File: config.mk
export PLATFORM = sky130hd
export DESIGN_NAME = viterbi_obs_feeder
export DESIGN_NICKNAME = d
export VERILOG_FILES = /design/src/rtl/viterbi_pkg.sv /design/src/rtl/obs_frame_buf.sv /design/src/rtl/viterbi_obs_feeder.sv
export SDC_FILE = /design/constraint.sdc
export NUM_CORES = 1
export LEC_CHECK = 0
export ABC_AREA = 1
export BUFFER_PORTS_ARGS = -buffer_cell sky130_fd_sc_hd__buf_2
export CAP_MARGIN = 20
export CORE_UTILIZATION = 35
export CTS_CLUSTER_SIZE = 10
export DETAILED_ROUTE_END_ITERATION = 12
export SETUP_SLACK_MARGIN = 0.1
export SLEW_MARGIN = 0
export SYNTH_ARGS = -nofsm -noshare
export SYNTH_HDL_FRONTEND = slang
export SYNTH_SLANG_ARGS = --single-unit
File: constraint.sdc
create_clock -name clk -period 2.1 [get_ports clk]
set_input_delay 0.315 -clock clk [delete_from_list [all_inputs] [get_ports clk]]
set_output_delay 0.315 -clock clk [all_outputs]
set_load 0.005 [all_outputs]
File: src/rtl/viterbi_pkg.sv
// Shared types and width constants for the Viterbi decoder and its observation feeder.
package viterbi_pkg;

    localparam int DEF_N  = 8;
    localparam int DEF_K  = 3;
    localparam int SYM_W  = $clog2(DEF_K);
    localparam int LEN_W  = $clog2(DEF_N);
    localparam int IDX_W  = LEN_W;
    localparam int STAT_W = 16;

    typedef enum logic [1:0] {
        ST_CAPTURE   = 2'd0,
        ST_PLAY_V    = 2'd1,
        ST_PLAY_G    = 2'd2,
        ST_WAIT_DONE = 2'd3
    } feeder_state_t;

endpackage

File: src/rtl/obs_frame_buf.sv
// One-frame symbol store: synchronous write port, combinational read port.
module obs_frame_buf
    import viterbi_pkg::*;
#(
    parameter int DEPTH = DEF_N - 1,
    parameter int W     = SYM_W,
    parameter int AW    = IDX_W
) (
    input  logic          clk,
    input  logic          we,
    input  logic [AW-1:0] waddr,
    input  logic [W-1:0]  wdata,
    input  logic [AW-1:0] raddr,
    output logic [W-1:0]  rdata
);

    logic [W-1:0] mem [DEPTH];

    always_ff @(posedge clk) begin
        if (we && int'(waddr) < DEPTH) begin
            mem[waddr] <= wdata;
        end
    end

    assign rdata = (int'(raddr) < DEPTH) ? mem[raddr] : '0;

endmodule

File: src/rtl/viterbi_obs_feeder.sv
// Frames a valid/ready symbol stream and replays it to viterbi_top at one symbol per two cycles.
// Define VITERBI_FEEDER_STATS_EN to add the frames_sent / frames_dropped counters.
module viterbi_obs_feeder
    import viterbi_pkg::*;
#(
    parameter int N = DEF_N,
    parameter int K = DEF_K
) (
    input  logic                  clk,
    input  logic                  rst,
    input  logic [$clog2(K)-1:0]  s_sym,
    input  logic                  s_valid,
    input  logic                  s_last,
    output logic                  s_ready,
    output logic                  start,
    output logic [$clog2(N)-1:0]  length,
    output logic [$clog2(K)-1:0]  obs_in,
    output logic                  obs_valid,
    input  logic                  dec_done,
    output logic                  busy,
    output logic                  frame_err,
    output logic                  frame_trunc,
`ifdef VITERBI_FEEDER_STATS_EN
    output logic [STAT_W-1:0]     frames_sent,
    output logic [STAT_W-1:0]     frames_dropped,
`endif
    output logic [1:0]            fsm_state
);

    localparam int SW = $clog2(K);
    localparam int LW = $clog2(N);
    localparam logic [LW-1:0] LAST_CNT = LW'(N - 2);

    feeder_state_t state, state_n;
    logic [LW-1:0] cnt, cnt_n, idx, idx_n, length_n;
    logic          bad, bad_n, err_n, trunc_n, we, play_n, sym_bad, accept;
    logic [SW-1:0] rd_data, sym_n;
    logic [LW-1:0] rd_addr;

    assign accept    = s_valid & s_ready;
    assign sym_bad   = int'(s_sym) >= K;
    assign fsm_state = state;
    assign rd_addr   = idx_n;

    obs_frame_buf #(.DEPTH(N - 1), .W(SW), .AW(LW)) u_buf (
        .clk   (clk),
        .we    (we),
        .waddr (cnt),
        .wdata (s_sym),
        .raddr (rd_addr),
        .rdata (rd_data)
    );

    always_comb begin
        state_n  = state;
        cnt_n    = cnt;
        bad_n    = bad;
        idx_n    = idx;
        length_n = length;
        err_n    = 1'b0;
        trunc_n  = 1'b0;
        we       = 1'b0;
        case (state)
            ST_CAPTURE: begin
                if (accept) begin
                    we    = 1'b1;
                    cnt_n = cnt + LW'(1);
                    bad_n = bad | sym_bad;
                    // Frame closes on s_last or when the buffer holds N-1 symbols.
                    if (s_last || cnt == LAST_CNT) begin
                        trunc_n = !s_last;
                        if (bad_n) begin
                            err_n = 1'b1;
                            cnt_n = '0;
                            bad_n = 1'b0;
                        end else begin
                            length_n = cnt + LW'(1);
                            idx_n    = '0;
                            state_n  = ST_PLAY_V;
                        end
                    end
                end
            end
            ST_PLAY_V: begin
                state_n = (idx + LW'(1) == length) ? ST_WAIT_DONE : ST_PLAY_G;
            end
            ST_PLAY_G: begin
                idx_n   = idx + LW'(1);
                state_n = ST_PLAY_V;
            end
            ST_WAIT_DONE: begin
                if (dec_done) begin
                    cnt_n   = '0;
                    state_n = ST_CAPTURE;
                end
            end
            default: state_n = ST_CAPTURE;
        endcase
    end

    // The first symbol of a one-beat frame is written on the same edge it is registered out.
    always_comb begin
        play_n = (state_n == ST_PLAY_V);
        sym_n  = '0;
        if (play_n) begin
            sym_n = (we && cnt == idx_n) ? s_sym : rd_data;
        end
    end

    always_ff @(posedge clk) begin
        if (rst) begin
            state       <= ST_CAPTURE;
            cnt         <= '0;
            bad         <= 1'b0;
            idx         <= '0;
            length      <= '0;
            s_ready     <= 1'b1;
            busy        <= 1'b0;
            start       <= 1'b0;
            obs_valid   <= 1'b0;
            obs_in      <= '0;
            frame_err   <= 1'b0;
            frame_trunc <= 1'b0;
        end else begin
            state       <= state_n;
            cnt         <= cnt_n;
            bad         <= bad_n;
            idx         <= idx_n;
            length      <= length_n;
            s_ready     <= (state_n == ST_CAPTURE);
            busy        <= (state_n != ST_CAPTURE);
            start       <= play_n && (idx_n == '0);
            obs_valid   <= play_n;
            obs_in      <= sym_n;
            frame_err   <= err_n;
            frame_trunc <= trunc_n;
        end
    end

`ifdef VITERBI_FEEDER_STATS_EN
    always_ff @(posedge clk) begin
        if (rst) begin
            frames_sent    <= '0;
            frames_dropped <= '0;
        end else begin
            if (play_n && idx_n == '0 && frames_sent != '1) begin
                frames_sent <= frames_sent + STAT_W'(1);
            end
            if (err_n && frames_dropped != '1) begin
                frames_dropped <= frames_dropped + STAT_W'(1);
            end
        end
    end
`endif

endmodule

# Yosys cells after proc, flatten, opt, wreduce, memory -nomap -nowiden
# Memory sizes are Yosys's and may differ from the RTL's.
# Cells that the tools add are included.
# totals
reg_bits,20
ramBits,14
out_inout_bits,13
word_cells,72
n_memories,1
# op_classes
add_sub_neg,2
n_lt_le_gt_ge,3
n_eq_ne,9
muxes,23
n_bitwise,7
n_reduce_logical,15
# mem_list
memory,words,width,read_ports,rd_clocked_by_memory_dff,wr,line,rtl
u_buf.mem,7,2,1,0,1,obs_frame_buf.sv:17,logic [W-1:0] mem [DEPTH];
# ops
operator,n
$mux W3,7
$mux W2,6
$pmux W3 S2,2
$pmux W2 S4,1
$mux W1,7
$add A3 B1 Y3 const B,2
$eq A3 B3 Y1,2
$lt A3 B3 Y1 const B,2
$not A1 Y1,5
$eq A2 B1 Y1 const B,2
$eq A2 B2 Y1 const B,2
$logic_not A2 Y1,2
$ne A2 B2 Y1 const B,2
$reduce_and A4 Y1,1
$reduce_bool A2 Y1,2
$reduce_or A4 Y1,1
$eq A3 B3 Y1 const B,1
$logic_and A1 B1 Y1,3
$logic_not A3 Y1,1
$reduce_and A3 Y1,1
$ge A2 B2 Y1 const B,1
$reduce_and A2 Y1,1
$reduce_or A2 Y1,1
$and A1 B1 Y1,1
3 further kinds,3

# Longest topological paths before layout
# Gate-level depths: netlist of the first run.
# depth
word_depth,9
ltp_mapped,14
depth_no_buf,14

# Cells and area by module
# A second synthesis of the first run with hierarchy kept.
# hier_totals
cells_unflattened,196
hier_area_um2,1660.3
# modules_own_cells
mod,instances,cells_per_inst,area_per_inst_um2,seq_area_each_um2
viterbi_obs_feeder,1,130,1011.0,400.4
obs_frame_buf,1,66,649.4,420.4

# Least setup slack after synthesis of the first run
# Ideal clock, no wire load.
# synth_timing
path_kind,register to register
start,register cnt[0]
end,register obs_in[0]
setup_time_ns,0.115
t_arrival_ns,1.595
path_slack_ns,0.390
stages_incl_launch_ff,13
path_buffers,0
period_less_slack_ns,1.710
cell_sequence,dfxtp_1 > inv_1 > ha_1 > nand2_1 > nand2_2 > nand3_4 > nand2_2 > a21oi_1 > nand3_2 > nand2_1 > nor2_1 > nor2_1 > nor2_1
# synth_via
elab_chain_cells,8
elab_cells_between_ends,17
# synth_rtl
element,line,rtl
start: declaration,viterbi_obs_feeder.sv:35,"logic [LW-1:0] cnt, cnt_n, idx, idx_n, length_n;"
start signal: assignment,viterbi_obs_feeder.sv:126,cnt <= cnt_n;
$eq A3 B3 Y1,viterbi_obs_feeder.sv:70,if (s_last || cnt == LAST_CNT) begin
$logic_or A1 B1 Y1,viterbi_obs_feeder.sv:70,
$mux W3 / $mux W2 (equally long branches),viterbi_obs_feeder.sv:70,
$mux W3 / $mux W2 (equally long branches),viterbi_obs_feeder.sv:65,if (accept) begin
$pmux W3 S2 / $pmux W2 S4 (equally long branches),viterbi_obs_feeder.sv:63,case (state)
"$mem_v2 Z7 W2, or another cell as far along",n/a,
"$mux W2, or another cell as far along",obs_frame_buf.sv:25,assign rdata = (int'(raddr) < DEPTH) ? mem[raddr] : '0;
$mux W2 / $reduce_or A2 Y1 (equally long branches),n/a,
end signal: assignment,viterbi_obs_feeder.sv:134,obs_in <= sym_n;
end: declaration,viterbi_obs_feeder.sv:17,"output logic [$clog2(K)-1:0] obs_in,"
# Parallel ways exist; a longest one is shown, timed or not.
# A chain may end at the register's enable or synchronous reset.

# Worst setup path after layout of the first run
# layout_timing
start,register idx[0]
end,register obs_in[0]
# layout_via
elab_chain_cells,7
elab_cells_between_ends,17
# layout_rtl
element,line,rtl
start: declaration,viterbi_obs_feeder.sv:35,
start signal: assignment,viterbi_obs_feeder.sv:128,idx <= idx_n;
$add A3 B1 Y3 / $mux W3 (equally long branches),"viterbi_obs_feeder.sv:85, viterbi_obs_feeder.sv:88, viterbi_obs_feeder.sv:72",
$eq A3 B3 Y1 / $mux W3 (equally long branches),"viterbi_obs_feeder.sv:85, viterbi_obs_feeder.sv:70",
$mux W1 / $mux W3 (equally long branches),"viterbi_obs_feeder.sv:85, viterbi_obs_feeder.sv:65",
$pmux W2 S4 / $pmux W3 S2 (equally long branches),viterbi_obs_feeder.sv:63,
"$eq A2 B1 Y1, or another cell as far along",viterbi_obs_feeder.sv:103,play_n = (state_n == ST_PLAY_V);
"$not A1 Y1 (no source line), or another cell as far along",n/a,
$reduce_or A2 Y1 (no source line) / $mux W2 (equally long branches),n/a,
# Parallel ways exist; a longest one is shown, timed or not.

==> metrics.csv, run 1 <==
metric;value;unit
CP max FO;6;
IO buf count;19;
area leader, netlist;edfxtp_1;
Net Sw Power;416;µW
post-synth top area share;25.6;%
number of synthesized flops with an enable pin;14;
total number of vias;1306;
worst-margin pin slew;0.679;ns
die height;70.5;µm
RSZ-0062 raised after global routing;no;
first-pass GRT wire length;5.50;mm
final worst-path cycle share;84.8;%
switch share;28.6;%
I/O pin count;20;
setup_tns;0;ns
Hold Path Class;in2reg;
DIE AREA;4970;µm²
Power Internal;1.04;mW
vias in the first global route;1118;
CTS Buffer Depth;2;
synth warn;0;
residual antenna-violating net count after detailed routing;0;
hold buffer count at cts;0;
ys flop type;dfxtp_1;
GP Congestion;0.786;
commonest cells in the netlist;42 x nand2_1, 26 x inv_1, 22 x nor2_1;
MaxCap Viol Count;0;
DR WL/cell;12.1;µm
Synth Register Bits;34;
DRT met1 WL;1.72;mm
First-pass DRT Iterations;8;
Area Overhead vs Synth;17.8;%
largest net degree at the start of global routing;12;
Clk pwr share;32.3;%
Filler cells;455;
Routed met2 length;1.47;mm
htree depth;2;
sequential share of power;50.6;%
share of cells above drive strength 1;23.7;%
root buf cell;clkbuf_8;
die extent in x;70.5;µm
CTS sink cnt;34;
top post-synthesis cells by area;edfxtp_1 26%, dfxtp_1 24%, nand2_1 9.6%;
endpoints failing hold;0;
DP HPWL;2.58;mm
antenna diode count;0;
Logic pwr share;17.2;%
Avg Cell Area, Syn;8.33;µm²
Slew Viols, Final;0;
post-synthesis sequential area ratio;50.0;%
wirelength, routed;3.39;mm
top layer in use;met4;
Nets;237;
# DRC;2;
most common cell in the netlist;nand2_1;
CTS buffer count;5;
worst skew pair latency;0.29;ns
Syn Nets;207;
Synth cell types;31;
initial antenna violation count;0;
Pwr Density;752;nW/µm²
cell count after synthesis;197;
post-route minimum period;1.78;ns
clk slew on worst S/H paths;0.07;ns
crit start category;flop;
setup ws final;0.319;ns
failing checks;DRC;
Starting DRT DRC Count;51;
CP Data Required Time;2.28;ns
Crit Path Category;reg2reg;
Place WS;0.163;ns
Setup Fix Bufs, Post-CTS;0;
Max IR drop VDD;0.325;mV
element type at the critical path end;flop;
core area;4440;µm²
fmax;0.561;GHz
Netlist Area Pre-Place;1640;µm²
Vias per Instance;4.66;
Async SR Flop Fraction;0;%
P_leak;0.905;nW
met3 wire len;140;µm
Slew headroom;54.3;%
Cell Rows;24;
CTS tree;yes;
Initial Util;36.9;%
status;complete, but fails checks;
Overflow after GRT;0;
endpoints failing setup;0;
Total GRT Usage;14.9;%
Clock Skew;0.00266;ns
critical path data arrival time;1.96;ns
-- state kept, by name, summed over array words and instances (netlist names) --
register,cells
frame_err,1
u_buf.mem,14
frame_trunc,1
idx,3
obs_valid,1
s_ready,1
bad,1
fsm_state,2
obs_in,2
cnt,3
length,3
busy,1
start,1
-- stage by stage --
| step | instance area (µm²) | power, mW | util, % | cells | hold WS [ns] |
|---|---|---|---|---|---|
| 5_1_grt | 1930 | 1.53 | 43.5 | 280 | 0.195 |
| 2_1_floorplan | 1640 | 0.918 | - | 197 | 0.387 |
| 6_report | 1930 | 1.45 | 43.5 | 280 | 0.198 |
| 3_5_place_dp | 1830 | 0.996 | 41.2 | 272 | 0.477 |
| 3_3_place_gp | 1830 | 0.994 | 41.2 | 272 | 0.481 |
| 4_1_cts | 1920 | 1.46 | 43.1 | 280 | 0.189 |
-- repair_timing --
action | 4_1_cts | 5_1_grt
resized for setup | 0 | 4
setup endpoints to repair | 0 | 2
hold endpoints to repair | 0 | 0
-- cells by family after synthesis --
group	synth area share [%]
AOI/OAI and AO/OA	8.00
xor gates and xnor gates	1.07
buffers and inverters	9.07
adders and majority gates	2.29
DFF	50.0
and+or+nand+nor	29.6
-- cell usage in the layout (no fill, tap or decap) --
master and count:
a211oi_1 1, a21oi_1 12, a21oi_4 1, a31oi_1 1
buf_2 19, buf_4 7, clkbuf_8 5, clkinv_1 1
clkinv_2 1, clkinvlp_4 1, dfxtp_1 19, dfxtp_2 1
edfxtp_1 14, ha_1 3, inv_1 26, inv_2 6
inv_4 1, nand2_1 42, nand2_2 3, nand2_4 2
nand3_1 13, nand3_2 1, nand3_4 1, nand3b_1 2
nand3b_2 2, nand4_1 1, nor2_1 22, nor2_8 1
nor3_1 3, nor3b_1 1, nor4_1 4, o2111ai_1 1
o21ai_0 5, o21ai_1 1, o21ai_2 2, xor2_1 2
-- worst max-delay path: stages (launching register included) --
cell and delay [ns]:
dfxtp_2 0.35, ha_1 0.33, nand2_1 0.08, inv_1 0.05, o21ai_2 0.16, inv_2 0.06, a21oi_4 0.20, nand3_1 0.10
nand2_1 0.08, nand2_1 0.05, nand2_1 0.05, nor2_1 0.04, nor2_1 0.07, nor2_1 0.04
-- power groups by stage --
stage / clock network (mW) / registers, mW / logic (mW)
finish: 0.469 / 0.735 / 0.249
global route: 0.511 / 0.739 / 0.282
CTS: 0.479 / 0.735 / 0.247
detailed placement: 0 / 0.750 / 0.245
global placement: 0 / 0.749 / 0.246
floorplan: 0 / 0.754 / 0.163
-- area by class of cell --
class	count	area [µm²]	area share (%)
clock buffer	5	68.8	3.56
timing repair buffer	26	148	7.64
clock inverter	3	16.3	0.841
tap	52	65.1	3.37
sequential	34	822	42.5
multi-input combinational	127	687	35.5
inverter	33	126	6.54
-- per-layer routing --
layer	up-vias	GRT usage, %
li1	701	-
met1	580	20.8
met2	21	21.1
met3	4	4.62
met4	0	6.12
met5	-	0
-- worst paths after layout --
check | startpoint | end | slack [ns] | depth (start not counted)
setup / recovery | idx[0] | obs_in[0] | 0.32 | 13
hold reg to reg | length[2] | length[2] | 0.48 | 2
setup reg to reg | idx[0] | obs_in[0] | 0.32 | 13
hold / removal | s_last | frame_trunc | 0.20 | 2
(Power assumes the default switching activity.)
==> inputs of run 2 (changes only) <==
- clock period: 2.1 -> 1.71 ns (I/O delays scaled with it)
==> metrics.csv, run 2 (synthesized netlist as in run 1, its figures left out) <==
metric;value;unit
status;complete, but fails checks;
failing checks;DRC;
total number of vias;1436;
Total GRT Usage;15.4;%
Crit Path Category;reg2reg;
Nets;261;
commonest non-fill, non-tap cell in the layout;nand2_1;
share of cells above drive strength 1;41.3;%
CTS Buffer Depth;2;
Cell Rows;24;
Logic pwr share;20.7;%
DR WL/cell;12.1;µm
Slew Viols, Final;0;
final worst-path cycle share;93.1;%
max FFs per register;14;
Area Overhead vs Synth;38.3;%
root buf cell;clkbuf_8;
most frequent cells in the layout;34 x nand2_1, 28 x buf_4, 24 x inv_1, 19 x nor2_1, 19 x buf_2;
P_leak;1.06;nW
Initial Util;36.9;%
antenna diode count;0;
total area of sequential cells;833;µm²
Biggest register;u_buf.mem;
sequential share of power;47.9;%
vias in the first global route;1252;
IO buf count;19;
placed cells;281;
worst skew pair latency;0.28;ns
Filler cells;424;
switch share;27.3;%
Clock Skew;0.00815;ns
critical path data arrival time;1.77;ns
setup_tns;0;ns
Final Instance Count excl. Fillers;304;
CTS sink cnt;34;
CTS tree;yes;
Overflow after GRT;0;
crit start category;flop;
initial antenna violation count;0;
endpoints failing hold;0;
Power Internal;1.38;mW
MaxCap Viol Count;0;
fmax;0.628;GHz
post-route minimum period;1.59;ns
Pwr Density;835;nW/µm²
die extent in x;70.5;µm
DIE AREA;4970;µm²
I/O pin count;20;
clk slew on worst S/H paths;0.07;ns
core area;4440;µm²
Clk pwr share;31.5;%
RSZ-0062 raised after global routing;yes;
First-pass DRT Iterations;8;
area of the multi-input gates;811;µm²
hold buffer count at cts;0;
Finished Core Util;51.1;%
Hold Path Class;in2reg;
CP max FO;8;
endpoints failing setup;0;
DP HPWL;2.55;mm
CP Data Required Time;1.89;ns
Net Sw Power;517;µW
Max IR drop VDD;0.388;mV
largest net degree at the start of global routing;11;
GP Congestion;0.855;
CTS buffer count;5;
residual antenna-violating net count after detailed routing;0;
htree depth;2;
post-place instance area;1920;µm²
wirelength, routed;3.68;mm
first-pass GRT wire length;5.91;mm
Slew headroom;71.4;%
die height;70.5;µm
element type at the critical path end;flop;
worst-margin pin slew;0.425;ns
Starting DRT DRC Count;85;
Finished Cell Area;2270;µm²
Vias per Instance;4.72;
# DRC;4;
-- run 2: worst max-delay path: stages, from the launching register on --
cell and delay (ns):
dfxtp_4 0.38, inv_2 0.08, nand2_4 0.07, nor2_8 0.15
nand3_4 0.15, nand2_4 0.12, buf_6 0.11, nand2_1 0.05
nand3_1 0.08, nand3_1 0.07, nand2_1 0.07, nor2_2 0.04
nor2_1 0.09, nor2_1 0.05
-- run 2: layout make-up --
class,count,area share [%]
inverters,33,5.79
multi-input cells,127,35.7
clock buffers,8,3.97
repair buffers,50,14.9
flip-flops and latches,34,36.7
well taps,52,2.87
-- run 2: metal layers --
metal / wire, µm / GRT usage, % / share of wire [%] / vias to the layer above
li1: - / - / - / 747
met1: 1770 / 22.0 / 48 / 652
met2: 1730 / 22.3 / 47 / 32
met3: 126 / 4.33 / 3.4 / 5
met4: 46 / 4.76 / 1.3 / 0
met5: 0 / 0 / 0 / -
-- run 2: what timing repair did --
item,in CTS,in global routing
hold endpoints to repair,0,0
buffers inserted,12,3
pin swaps,13,24
endpoints found under the setup margin,2,9
resized for setup,16,24
-- run 2: final timing paths --
kind	startpoint	end	slack [ns]	depth (start not counted)
max	fsm_state[1]	obs_in[1]	0.12	13
min	s_last	frame_trunc	0.15	2
max reg2reg	fsm_state[1]	obs_in[1]	0.12	13
min reg2reg	length[2]	length[2]	0.48	2
-- run 2: metrics by stage --
step / power, mW / hold WS [ns] / setup slack (ns)
6_report: 1.90 / 0.150 / 0.118
3_5_place_dp: 1.25 / 0.436 / -0.00133
3_3_place_gp: 1.25 / 0.433 / 0.0219
2_1_floorplan: 1.14 / 0.329 / 0.104
4_1_cts: 1.88 / 0.140 / 0.0849
5_1_grt: 1.99 / 0.131 / -0.00428
-- run 2: power by group through the flow --
stage	registers [mW]	logic [mW]	clock network, mW
5_1_grt	0.911	0.431	0.652
2_1_floorplan	0.928	0.208	0
3_5_place_dp	0.920	0.325	0
6_report	0.907	0.392	0.596
3_3_place_gp	0.918	0.328	0
4_1_cts	0.905	0.354	0.618
